[src/rtl/uart_rx_frame_if.sv]
// Serial-line and parallel-result signals between the UART receive framer and its neighbours.
// The master side drives the line, baud tick and config; the slave side (the framer) returns bytes.
interface uart_rx_frame_if #(
    parameter int DATA_WIDTH = 8
);
    logic                  BaudOut;
    logic                  OverSel;
    logic                  ParityType;
    logic                  RxIn;
    logic [DATA_WIDTH-1:0] RxData;
    logic                  RxValid;
    logic                  ParityError;
    logic                  FrameError;
    logic                  Busy;

    modport master (
        output BaudOut, OverSel, ParityType, RxIn,
        input  RxData, RxValid, ParityError, FrameError, Busy
    );

    modport slave (
        input  BaudOut, OverSel, ParityType, RxIn,
        output RxData, RxValid, ParityError, FrameError, Busy
    );
endinterface

[src/rtl/uart_rx_frame.sv]
// UART receive framer: mid-bit sampling on BaudOut rising-edge ticks, LSB-first data, one-cycle RxValid.
// Define PARITY_EN to insert a parity bit between data and stop; otherwise ParityError is tied low.
module uart_rx_frame #(
    parameter int DATA_WIDTH = 8
) (
    input logic            Clock,
    input logic            Reset,
    uart_rx_frame_if.slave Bus
);
    localparam int BW = (DATA_WIDTH > 1) ? $clog2(DATA_WIDTH) : 1;

    typedef enum logic [2:0] {
        IDLE,
        START,
        DATA,
`ifdef PARITY_EN
        PARITY,
`endif
        STOP
    } stateT;

    stateT                 state;
    stateT                 stateNext;
    logic                  sync1;
    logic                  rxS;
    logic                  baudPrev;
    logic                  tick;
    logic                  overL;
    logic [3:0]            tickCnt;
    logic [BW-1:0]         bitCnt;
    logic [DATA_WIDTH-1:0] shiftReg;
    logic [DATA_WIDTH-1:0] rxData;
    logic                  rxValid;
    logic                  frameErr;
    logic [3:0]            halfTick;
    logic [3:0]            lastTick;
    logic                  atHalf;
    logic                  atLast;
    logic                  lastBit;
    logic                  busy;

    assign tick     = Bus.BaudOut & ~baudPrev;
    assign halfTick = overL ? 4'd7 : 4'd3;
    assign lastTick = overL ? 4'd15 : 4'd7;

    // State register
    always_ff @(posedge Clock) begin
        if (Reset) state <= IDLE;
        else       state <= stateNext;
    end

    // Next-state logic; every transition is qualified by a tick, so no ticks means no movement.
    always_comb begin
        // NOTE: default first so no path through the case infers a latch.
        stateNext = state;
        case (state)
            IDLE:  if (tick && !rxS) stateNext = START;
            START: if (atHalf)       stateNext = rxS ? IDLE : DATA;
`ifdef PARITY_EN
            DATA:   if (atLast && lastBit) stateNext = PARITY;
            PARITY: if (atLast)            stateNext = STOP;
`else
            DATA:   if (atLast && lastBit) stateNext = STOP;
`endif
            STOP:  if (atLast)       stateNext = IDLE;
            default:                 stateNext = IDLE;
        endcase
    end

    // Output / strobe logic
    always_comb begin
        atHalf  = tick && (tickCnt == halfTick);
        atLast  = tick && (tickCnt == lastTick);
        lastBit = (bitCnt == BW'(DATA_WIDTH - 1));
        busy    = (state != IDLE);
    end

`ifdef PARITY_EN
    logic parityTypeL;
    logic parityBit;
    logic parityErr;
`else
    logic unusedParityType;
    assign unusedParityType = Bus.ParityType;
`endif

    always_ff @(posedge Clock) begin
        if (Reset) begin
            // NOTE: every register, shift register included, is cleared so an aborted frame leaves nothing behind.
            sync1    <= 1'b1;
            rxS      <= 1'b1;
            baudPrev <= 1'b0;
            overL    <= 1'b0;
            tickCnt  <= '0;
            bitCnt   <= '0;
            shiftReg <= '0;
            rxData   <= '0;
            rxValid  <= 1'b0;
            frameErr <= 1'b0;
`ifdef PARITY_EN
            parityTypeL <= 1'b0;
            parityBit   <= 1'b0;
            parityErr   <= 1'b0;
`endif
        end else begin
            // NOTE: non-blocking everywhere so every register sees pre-edge values of its neighbours.
            sync1    <= Bus.RxIn;
            rxS      <= sync1;
            baudPrev <= Bus.BaudOut;
            rxValid  <= 1'b0;
            if (tick) begin
                case (state)
                    IDLE: begin
                        if (!rxS) begin
                            overL   <= Bus.OverSel;
`ifdef PARITY_EN
                            parityTypeL <= Bus.ParityType;
`endif
                            tickCnt <= '0;
                        end
                    end
                    START: begin
                        if (tickCnt == halfTick) begin
                            tickCnt <= '0;
                            bitCnt  <= '0;
                        end else begin
                            tickCnt <= tickCnt + 4'd1;
                        end
                    end
                    DATA: begin
                        if (tickCnt == lastTick) begin
                            shiftReg <= {rxS, shiftReg[DATA_WIDTH-1:1]};
                            tickCnt  <= '0;
                            bitCnt   <= lastBit ? '0 : bitCnt + 1'b1;
                        end else begin
                            tickCnt <= tickCnt + 4'd1;
                        end
                    end
`ifdef PARITY_EN
                    PARITY: begin
                        if (tickCnt == lastTick) begin
                            parityBit <= rxS;
                            tickCnt   <= '0;
                        end else begin
                            tickCnt <= tickCnt + 4'd1;
                        end
                    end
`endif
                    STOP: begin
                        if (tickCnt == lastTick) begin
                            rxData   <= shiftReg;
                            frameErr <= ~rxS;
`ifdef PARITY_EN
                            parityErr <= parityBit != ((^shiftReg) ^ parityTypeL);
`endif
                            rxValid  <= 1'b1;
                            tickCnt  <= '0;
                        end else begin
                            tickCnt <= tickCnt + 4'd1;
                        end
                    end
                    default: tickCnt <= '0;
                endcase
            end
        end
    end

    assign Bus.RxData     = rxData;
    assign Bus.RxValid    = rxValid;
    assign Bus.FrameError = frameErr;
    assign Bus.Busy       = busy;
`ifdef PARITY_EN
    assign Bus.ParityError = parityErr;
`else
    assign Bus.ParityError = 1'b0;
`endif
endmodule
[src/flat_wrapper.sv]
// flat-port wrapper written by rule: the top's interface ports become plain ports
module uart_rx_frame_flat 
#(
    parameter int DATA_WIDTH = 8
)
  (Clock, Reset, Bus_BaudOut, Bus_OverSel, Bus_ParityType, Bus_RxIn, Bus_RxData, Bus_RxValid, Bus_ParityError, Bus_FrameError, Bus_Busy);
  uart_rx_frame_if #(.DATA_WIDTH(DATA_WIDTH)) Bus_i ();
  input logic Clock;
  input logic Reset;
  input wire logic [$bits(Bus_i.BaudOut)-1:0] Bus_BaudOut;
  input wire logic [$bits(Bus_i.OverSel)-1:0] Bus_OverSel;
  input wire logic [$bits(Bus_i.ParityType)-1:0] Bus_ParityType;
  input wire logic [$bits(Bus_i.RxIn)-1:0] Bus_RxIn;
  output wire logic [$bits(Bus_i.RxData)-1:0] Bus_RxData;
  output wire logic [$bits(Bus_i.RxValid)-1:0] Bus_RxValid;
  output wire logic [$bits(Bus_i.ParityError)-1:0] Bus_ParityError;
  output wire logic [$bits(Bus_i.FrameError)-1:0] Bus_FrameError;
  output wire logic [$bits(Bus_i.Busy)-1:0] Bus_Busy;
  assign Bus_i.BaudOut = Bus_BaudOut;
  assign Bus_i.OverSel = Bus_OverSel;
  assign Bus_i.ParityType = Bus_ParityType;
  assign Bus_i.RxIn = Bus_RxIn;
  assign Bus_RxData = Bus_i.RxData;
  assign Bus_RxValid = Bus_i.RxValid;
  assign Bus_ParityError = Bus_i.ParityError;
  assign Bus_FrameError = Bus_i.FrameError;
  assign Bus_Busy = Bus_i.Busy;
  uart_rx_frame #(.DATA_WIDTH(DATA_WIDTH)) u_core (.Clock(Clock), .Reset(Reset), .Bus(Bus_i));
endmodule
[config.mk]
export PLATFORM = sky130hd
export DESIGN_NAME = uart_rx_frame_flat
export DESIGN_NICKNAME = d
export VERILOG_FILES = /design/src/rtl/uart_rx_frame_if.sv /design/src/rtl/uart_rx_frame.sv /design/src/flat_wrapper.sv
export SDC_FILE = /design/constraint.sdc
export NUM_CORES = 1
export LEC_CHECK = 0
export BUFFER_PORTS_ARGS = -buffer_cell sky130_fd_sc_hd__buf_2
export CORE_MARGIN = 8
export CORE_UTILIZATION = 55
export DETAILED_ROUTE_END_ITERATION = 10
export GPL_ROUTABILITY_DRIVEN = 0
export PLACE_DENSITY = 0.76
export SYNTH_ARGS = -nofsm -noshare
export SYNTH_HDL_FRONTEND = slang
export SYNTH_SLANG_ARGS = --single-unit
[constraint.sdc]
create_clock -name Clock -period 4.36 [get_ports Clock]
set_clock_uncertainty 0.15 [all_clocks]
set_input_delay 0.872 -clock Clock [delete_from_list [all_inputs] [get_ports Clock]]
set_output_delay 0.872 -clock Clock [all_outputs]
set_load 0.01 [all_outputs]
---- After elaboration in Yosys (flattened, before gate mapping) ----
Cells that the tools add are included.
word-level totals
  logic and storage cells ................. 64
  register bits ........................... 32
  output and inout port bits .............. 12
  input port bits ......................... 6
cells by class
  add/subtract/negate cells ............... 2
  muxes and demuxes ....................... 17
  reduce and logical (&&, ||, !) cells .... 16
  equal/unequal tests ..................... 13
  bitwise logic cells ..................... 5
operator list
  operator                                                               count
  3-bit 2-to-1 mux                                                       8
  4-bit 2-to-1 mux                                                       4
  2-bit by 1-bit != test with 1-bit output, second input constant        6
  3-bit case mux with 4 select lines                                     1
  4-bit case mux with 3 select lines                                     1
  3-bit AND reduction                                                    3
  4-bit equality test                                                    2
  4-bit AND reduction                                                    2
  3-bit by 2-bit equality test with 1-bit output, second input constant  2
  3-bit case mux with 2 select lines                                     1
  4-bit by 1-bit adder with 4-bit output, second input constant          1
  1-bit logical AND                                                      4
  1-bit inverter                                                         4
  3-bit by 1-bit adder with 3-bit output, second input constant          1
  3-bit by 1-bit equality test with 1-bit output, second input constant  1
  3-bit equality test, second input constant                             1
  3-bit logical NOT                                                      1
  3-bit nonzero test                                                     1
  3-bit OR reduction                                                     1
  2-bit 2-to-1 mux                                                       1
  2-bit != test, second input constant                                   1
  2-bit AND reduction                                                    1
  2-bit nonzero test                                                     1
  2-bit OR reduction                                                     1
  other kinds (3)                                                        3

---- Logic depth before layout (Yosys ltp) ----
Gate-level depths: netlist (run 1).
  word-level depth ........................ 6
  mapped depth ............................ 7
  mapped depth without buffers ............ 6

---- Worst setup path before layout (run 1) ----
No wires, ideal clock.
  kind .................................... in2reg
  start point ............................. in Bus_BaudOut
  end point ............................... reg u_core.state[0]
  path buffers ............................ 1
  data arrival time ....................... 2139 ps
  setup time .............................. 70 ps
  stages on the path ...................... 6
  data required time ...................... 4140 ps
  path slack .............................. 2001 ps
  path through ............................ nand2b_1 > buf_2 > nor3_4 > a22oi_1 > or4_1 > a21oi_1
between the ends
  cells in the longest elaborated chain, start to end .. 5
  elaborated cells between the ends (all ways) .. 10
  those cells by class .................... eq/ne (4); bitwise (1); reduce/logical (5)
ends and longest elaborated chain
  item                                                       RTL line             source
  from (decl)                                                flat_wrapper.sv:10   input wire logic [$bits(Bus_i.BaudOut)-1:0] Bus_BaudOut;
  1-bit bitwise AND (*)                                      uart_rx_frame.sv:42  assign tick = Bus.BaudOut & ~baudPrev;
  1-bit logical AND                                          uart_rx_frame.sv:73  atLast = tick && (tickCnt == lastTick);
  1-bit logical AND                                          uart_rx_frame.sv:63  DATA: if (atLast && lastBit) stateNext = STOP;
  2-bit by 1-bit != test with 1-bit output (no source line)  -
  4-bit AND reduction (no source line) (*)                   -
  to (signal assigned)                                       uart_rx_frame.sv:49  else state <= stateNext;
  to (decl)                                                  uart_rx_frame.sv:22  stateT state;
Mark *: on every way between the ends. The rest lies on a longest branch, timed or not.
A chain may end at the register's enable or synchronous reset.

---- Worst setup path in the final report (run 1) ----
Ends and elaborated chain as after synthesis.

==> results of run 1 <==
cell usage in the layout (no fill, tap or decap), drive strengths merged:
cell     netlist  layout
dfxtp         31      31
nand2         27      27
a21oi         24      24
nand3         17      17
buf            3      15
nor2          11      11
ha             8       8
inv            7       7
o21ai          7       7
clkbuf         7       6
or2            4       4
nor3           4       4
mux2i          3       3
nand2b         2       2
xor2           2       2
a22oi          2       2
or4            2       2
a211oi         2       2
nor4b          1       1
o31ai          1       1
o2bb2ai        1       1
nand4          1       1
nand4b         1       1
o22ai          1       1
nor2b          1       1
and3           1       1
conb           1       1
bufinv         0       1
synth_stat cells, types with 3 or more instances:
cell type / n / area share [%]
mux2i_1: 3 / 2.2
ha_1: 8 / 7.2
nor2_1: 11 / 3.0
dfxtp_1: 31 / 44
clkbuf_1: 7 / 1.9
or2_2: 4 / 1.8
nand3_1: 17 / 6.1
o21ai_0: 6 / 2.2
nand2_1: 27 / 7.3
a21oi_1: 24 / 8.6
inv_1: 7 / 1.9
nor3_1: 3 / 1.1
routing by layer:
| layer | share of wire, % | up-vias | global-route usage (%) |
|---|---|---|---|
| li1 | - | 607 | - |
| met1 | 45 | 544 | 15.49 |
| met2 | 49 | 23 | 22.44 |
| met3 | 4.8 | 5 | 4.237 |
| met4 | 1.5 | 0 | 5.600 |
| met5 | 0 | - | 0 |
worst max-delay path, cell delays in order:
cell and delay (ps):
buf_2 90, nand2b_1 190, nor3_4 590, a22oi_1 250
or4_1 530, a21oi_1 140
cell families after synthesis:
family,after synthesis
XOR/XNOR,2
multiplexers,3
buffers and inverters,17
AO/OA/AOI/OAI,38
AND/OR/NAND/NOR,72
flip-flops,31
adder cells (fa/ha/maj),8
other,1
worst paths after layout:
path,start,endpoint,slack [ps],depth (start not counted)
worst max register to register,u_core.tickCnt[0]$_SDFFE_PP0P_,u_core.state[0]$_SDFFE_PP0P_,1950,6
worst max-delay path,Bus_BaudOut,u_core.state[0]$_SDFFE_PP0P_,1800,6
worst min register to register,u_core.sync1$_SDFF_PP1_,u_core.rxS$_SDFF_PP1_,270,1
worst min-delay path,u_core.sync1$_SDFF_PP1_,u_core.rxS$_SDFF_PP1_,270,1
flip-flops by register name, summed over array words and instances, names as in the netlist:
name	count
u_core.Bus.FrameError	1
u_core.Bus.RxData	8
u_core.Bus.RxValid	1
u_core.baudPrev	1
u_core.bitCnt	3
u_core.overL	1
u_core.rxS	1
u_core.shiftReg	8
u_core.state	2
u_core.sync1	1
u_core.tickCnt	4
cell type report:
type                            instances  area, µm²  area share (%)
Inverter                                7      26.28           1.709
Clock inverter                          1      30.03           1.953
Sequential cell                        31      620.6           40.36
Tap cell                               30      37.54           2.441
Clock buffer                            6      41.29           2.685
Multi-Input combinational cell        124      706.9           45.97
Timing Repair Buffer                   15      75.07           4.882
stage by stage:
| step | std cells | setup slack (ps) |
|---|---|---|
| after global placement | 207 | 1510 |
| after floorplan | 172 | 2001 |
| after detailed placement | 207 | 1460 |
| after global routing | 214 | 1609 |
| final | 214 | 1804 |
| after CTS | 214 | 1813 |
power breakdown:
part	internal [mW]	switching, mW
clock	0.118	0.0921
sequential	0.287	0.00375
combinational	0.0144	0.0286
total	0.419	0.124
==> impl_results.md, run 1 <==
* Clk buf depth at 2
* Core Box Area at 2432 µm²
* Post-Synth Adder-Cell Area at 7.168%
* Syn Area/Cell at 8.118 µm²
* Final instance area at 1538 µm²
* Clk slew on worst S/H paths at 90 ps
* Max-slew violation count at 0
* RSZ-0062 raised after global routing: no
* Grt ovf at 0
* CTS H-Tree Depth at 2
* Total track usage at 13.48%
* Tcrit/Tclk final at 58.61%
* First-pass iteration count of the detailed router at 4
* Via count at 1179
* # IOs at 18
* Residual DRC count at 0
* Post-CTS Hold Fix Bufs at 0
* Layout cells sized above 1 at 14.13%
* Die width at 66.39 µm
* Critical Path RT at 4460 ps
* Slew headroom at 60.80%
* Largest family of logic cells by synthesized area: simple AND/OR/NAND/NOR gates
* Die ar. at 4407 µm²
* Setup Fix Bufs, Post-CTS at 0
* Worst min-delay path class: reg2reg
* Status: completed
* Die height at 66.39 µm
* Final Setup Violations at 0
* Post-synthesis simple-gate area fraction at 24.91%
* Hold Fails Final Rpt at 0
* Clock root buffer master: clkbuf_4
* Syn-to-layout area delta at 10.13%
* Total Power at 0.5435 mW
* WHS at 270.2 ps
* Synth warn at 0
* Largest net degree at the start of global routing at 33
* Mux share of post-synthesis cell area at 2.151%
* Post-CTS sizing at 0
* Peak VDD IR at 0.2935 mV
* Post-DP HPWL at 1881 µm
* First-pass GRT wire length at 4774 µm
* Filler Cells Inserted at 224
* Crit Path Category: in2reg
* Antenna violations before repair at 0
* Compound-Gate Fraction of Synth Area at 14.87%
* Critical path peak fanout at 17
* Clk sink count at 31
* Placed Area at 1466 µm²
* Final min period at 2556 ps
* Fmax at 391.3 MHz
* Synth Area in XOR/XNOR at 1.254%
* Synthesized area at 1396 µm²
* Max cap viols at 0
* Finished Core Util at 63.22%
* Leakage power at 0.6227 nW
* Initial drt markers at 69
* Post-route ant nets at 0
* Post-route setup TNS at 0 ps
* TritonCTS clock tree: built
* CP Data Arrival Time at 2660 ps
* Starting Density at 57.41%
* Synth Instances at 172
* # diodes at 0
* Post-synth ARST share at 0%
* Vias in the first global route at 1119
* Cell variety after synth at 31
* Routed length per instance at 12.69 µm
* Startpoint Class: input pin
* Post-synth EDFFs at 0
* Total wire length at 2715 µm
* Syn Nets at 186
* Clock Latency Late Sink at 320 ps
* Setup crit end kind: flop
* Sequential cell area fraction in the yosys report at 44.44%
* Power per Cell Area at 353.4 nW/µm²
* Nets at 198
* I/O Buffers at 15
* Most used DFF post-synth: dfxtp_1
* Vias per cell at 5.509
* Num CTS Buffers at 5
* #FFs+latches synth at 31
* FP Rows at 18
* Worst slew pin tran at 586.1 ps
(Power assumes the default switching activity.)
==> inputs of run 2 (changes only) <==
Settings changed: CORE_UTILIZATION 55 to 50, PLACE_DENSITY 0.76 to 0.73.
Clock period 4.36 ns to 2.2 ns, I/O delays scaled along.
==> run 2 against run 1 <==
Against the previous run: final cell count grew 3.7%; die area grew 7.5%; cell area grew 3.9%; via count grew 4.6%; non-clock buffer count grew 7; highest routed layer unchanged; total power grew 100%; clock power grew 98%; critical endpoint is now u_core.bitCnt[2]$_SDFFE_PP0P_; core utilization shrank 4.3 points.
==> impl_results.md, run 2 (synthesis results as in run 1) <==
* Status: completed
* Syn-to-layout area delta at 14.43%
* Total wire length at 2939 µm
* Worst slew pin tran at 552.7 ps
* TritonCTS clock tree: built
* Startpoint Class: flop
* Crit Path Category: reg2reg
* Layout cells sized above 1 at 18.32%
* Post-route setup TNS at 0 ps
* Initial drt markers at 67
* Vias per cell at 5.554
* Worst min-delay path class: in2reg
* Crit path buf inv count at 1
* I/O Buffers at 15
* Reg2reg end: u_core.bitCnt[2]$_SDFFE_PP0P_
* Register-to-Register Path Depth at 7
* Commonest non-fill, non-tap cell in the layout: dfxtp_1
* Total track usage at 14.03%
* Num CTS Buffers at 5
* Worst path max stage delay at 390 ps
* CP Data Arrival Time at 2110 ps
* Die height at 68.85 µm
* Critical Path RT at 2310 ps
* Clock Latency Late Sink at 330 ps
* RSZ-0062 raised after global routing: no
* CP max-delay cell: dfxtp_1
* Nets at 205
* Critical path peak fanout at 5
* Final Setup Violations at 0
* First-pass GRT wire length at 5106 µm
* Starting Density at 51.52%
* Grt ovf at 0
* Post-route ant nets at 0
* Max cap viols at 0
* Clk sink count at 31
* Tcrit/Tclk final at 91.05%
* Die ar. at 4740 µm²
* CP Cell Sequence: ha_2 -> nand2b_1 -> o21ai_2 -> buf_4 -> nand4_1 -> or2_2 -> a21oi_1
* Post-CTS Hold Fix Bufs at 0
* Finished Core Util at 58.96%
* Max-slew violation count at 0
* Hold Path Origin: Bus_RxIn
* # IOs at 18
* Power per Cell Area at 684.0 nW/µm²
* R2r startpoint: u_core.tickCnt[0]$_SDFFE_PP0P_
* Residual DRC count at 0
* Non-filler instance count after layout at 222
* Filler Cells Inserted at 260
* First-pass iteration count of the detailed router at 4
* Clk slew on worst S/H paths at 90 ps
* Slew headroom at 63.03%
* Cell total after placement at 215
* Vias in the first global route at 1204
* Setup crit end kind: flop
* Final min period at 2003 ps
* Clk buf depth at 2
* WHS Path Cells at 2
* Via count at 1233
* Hold EP: u_core.sync1$_SDFF_PP1_
* Antenna violations before repair at 0
* Leakage power at 0.6552 nW
* # diodes at 0
* Peak VDD IR at 0.5105 mV
* Routed length per instance at 13.24 µm
* Total Power at 1.093 mW
* Most frequent cells in the layout: dfxtp_1 (31), nand2_1 (27), a21oi_1 (24)
* Fmax at 499.2 MHz
* Hold Fails Final Rpt at 0
* FP Rows at 19
* Clock root buffer master: clkbuf_4
* Die width at 68.85 µm
* Largest net degree at the start of global routing at 31
* R2r setup slk at 200 ps
* Post-DP HPWL at 2075 µm
* CTS H-Tree Depth at 2
* Core Box Area at 2710 µm²
* CP delay by family, top: simple AND/OR/NAND/NOR gates
-- run 2: power by group --
group,total [mW],leakage [nW],switching (mW),internal [mW]
Combinational,0.101,0.366,0.0625,0.0389
Sequential,0.576,0.250,0.00805,0.568
Clock,0.416,0.0383,0.181,0.234
Total,1.09,0.655,0.252,0.841
-- run 2: worst max-delay path by stage --
stage,depth (start not counted),end,from
global placement,5,u_core.Bus.FrameError$_SDFFE_PP0P_,Bus_BaudOut
detailed placement,5,u_core.Bus.FrameError$_SDFFE_PP0P_,Bus_BaudOut
CTS,7,u_core.bitCnt[2]$_SDFFE_PP0P_,u_core.tickCnt[0]$_SDFFE_PP0P_
finish,7,u_core.bitCnt[2]$_SDFFE_PP0P_,u_core.tickCnt[0]$_SDFFE_PP0P_
global route,7,u_core.bitCnt[2]$_SDFFE_PP0P_,u_core.tickCnt[0]$_SDFFE_PP0P_
floorplan,6,u_core.state[0]$_SDFFE_PP0P_,Bus_BaudOut
-- run 2: worst reg2reg max path, cell delays in order, from the launching register on --
cell and delay [ps]:
dfxtp_1 390, ha_2 230, nand2b_1 80, o21ai_2 210
buf_4 150, nand4_1 220, or2_2 370, a21oi_1 150
-- run 2: metal layers --
metal / vias to the layer above / part of all wire [%] / global-route usage (%)
met4: 0 / 1.3 / 4.762
met2: 32 / 49 / 22.67
met1: 570 / 45 / 16.68
met3: 7 / 5.4 / 5.331
met5: - / 0 / 0
li1: 624 / - / -
-- run 2: final cells by class --
class | count | area, µm² | area share, %
clock buffer | 6 | 41.29 | 2.584
tap | 31 | 38.79 | 2.428
inverter | 7 | 26.28 | 1.644
timing repair buffer | 22 | 127.6 | 7.987
sequential | 31 | 620.6 | 38.84
multi-input combinational | 124 | 713.2 | 44.64
clock inverter | 1 | 30.03 | 1.879
-- run 2: what timing repair did --
item	4_1_cts	5_1_grt
resized for setup	0	3
setup endpoints to repair	0	3
setup buffers	0	0
-- run 2: through the flow --
stage	instance area, µm²	hold WS [ps]	setup WS, ps
2_1_floorplan	1396	239.5	272.6
5_1_grt	1598	124.9	36.84
3_5_place_dp	1520	248.2	125.6
4_1_cts	1592	129.9	102.3
3_3_place_gp	1520	240.9	156.2
6_report	1598	141.5	197.0
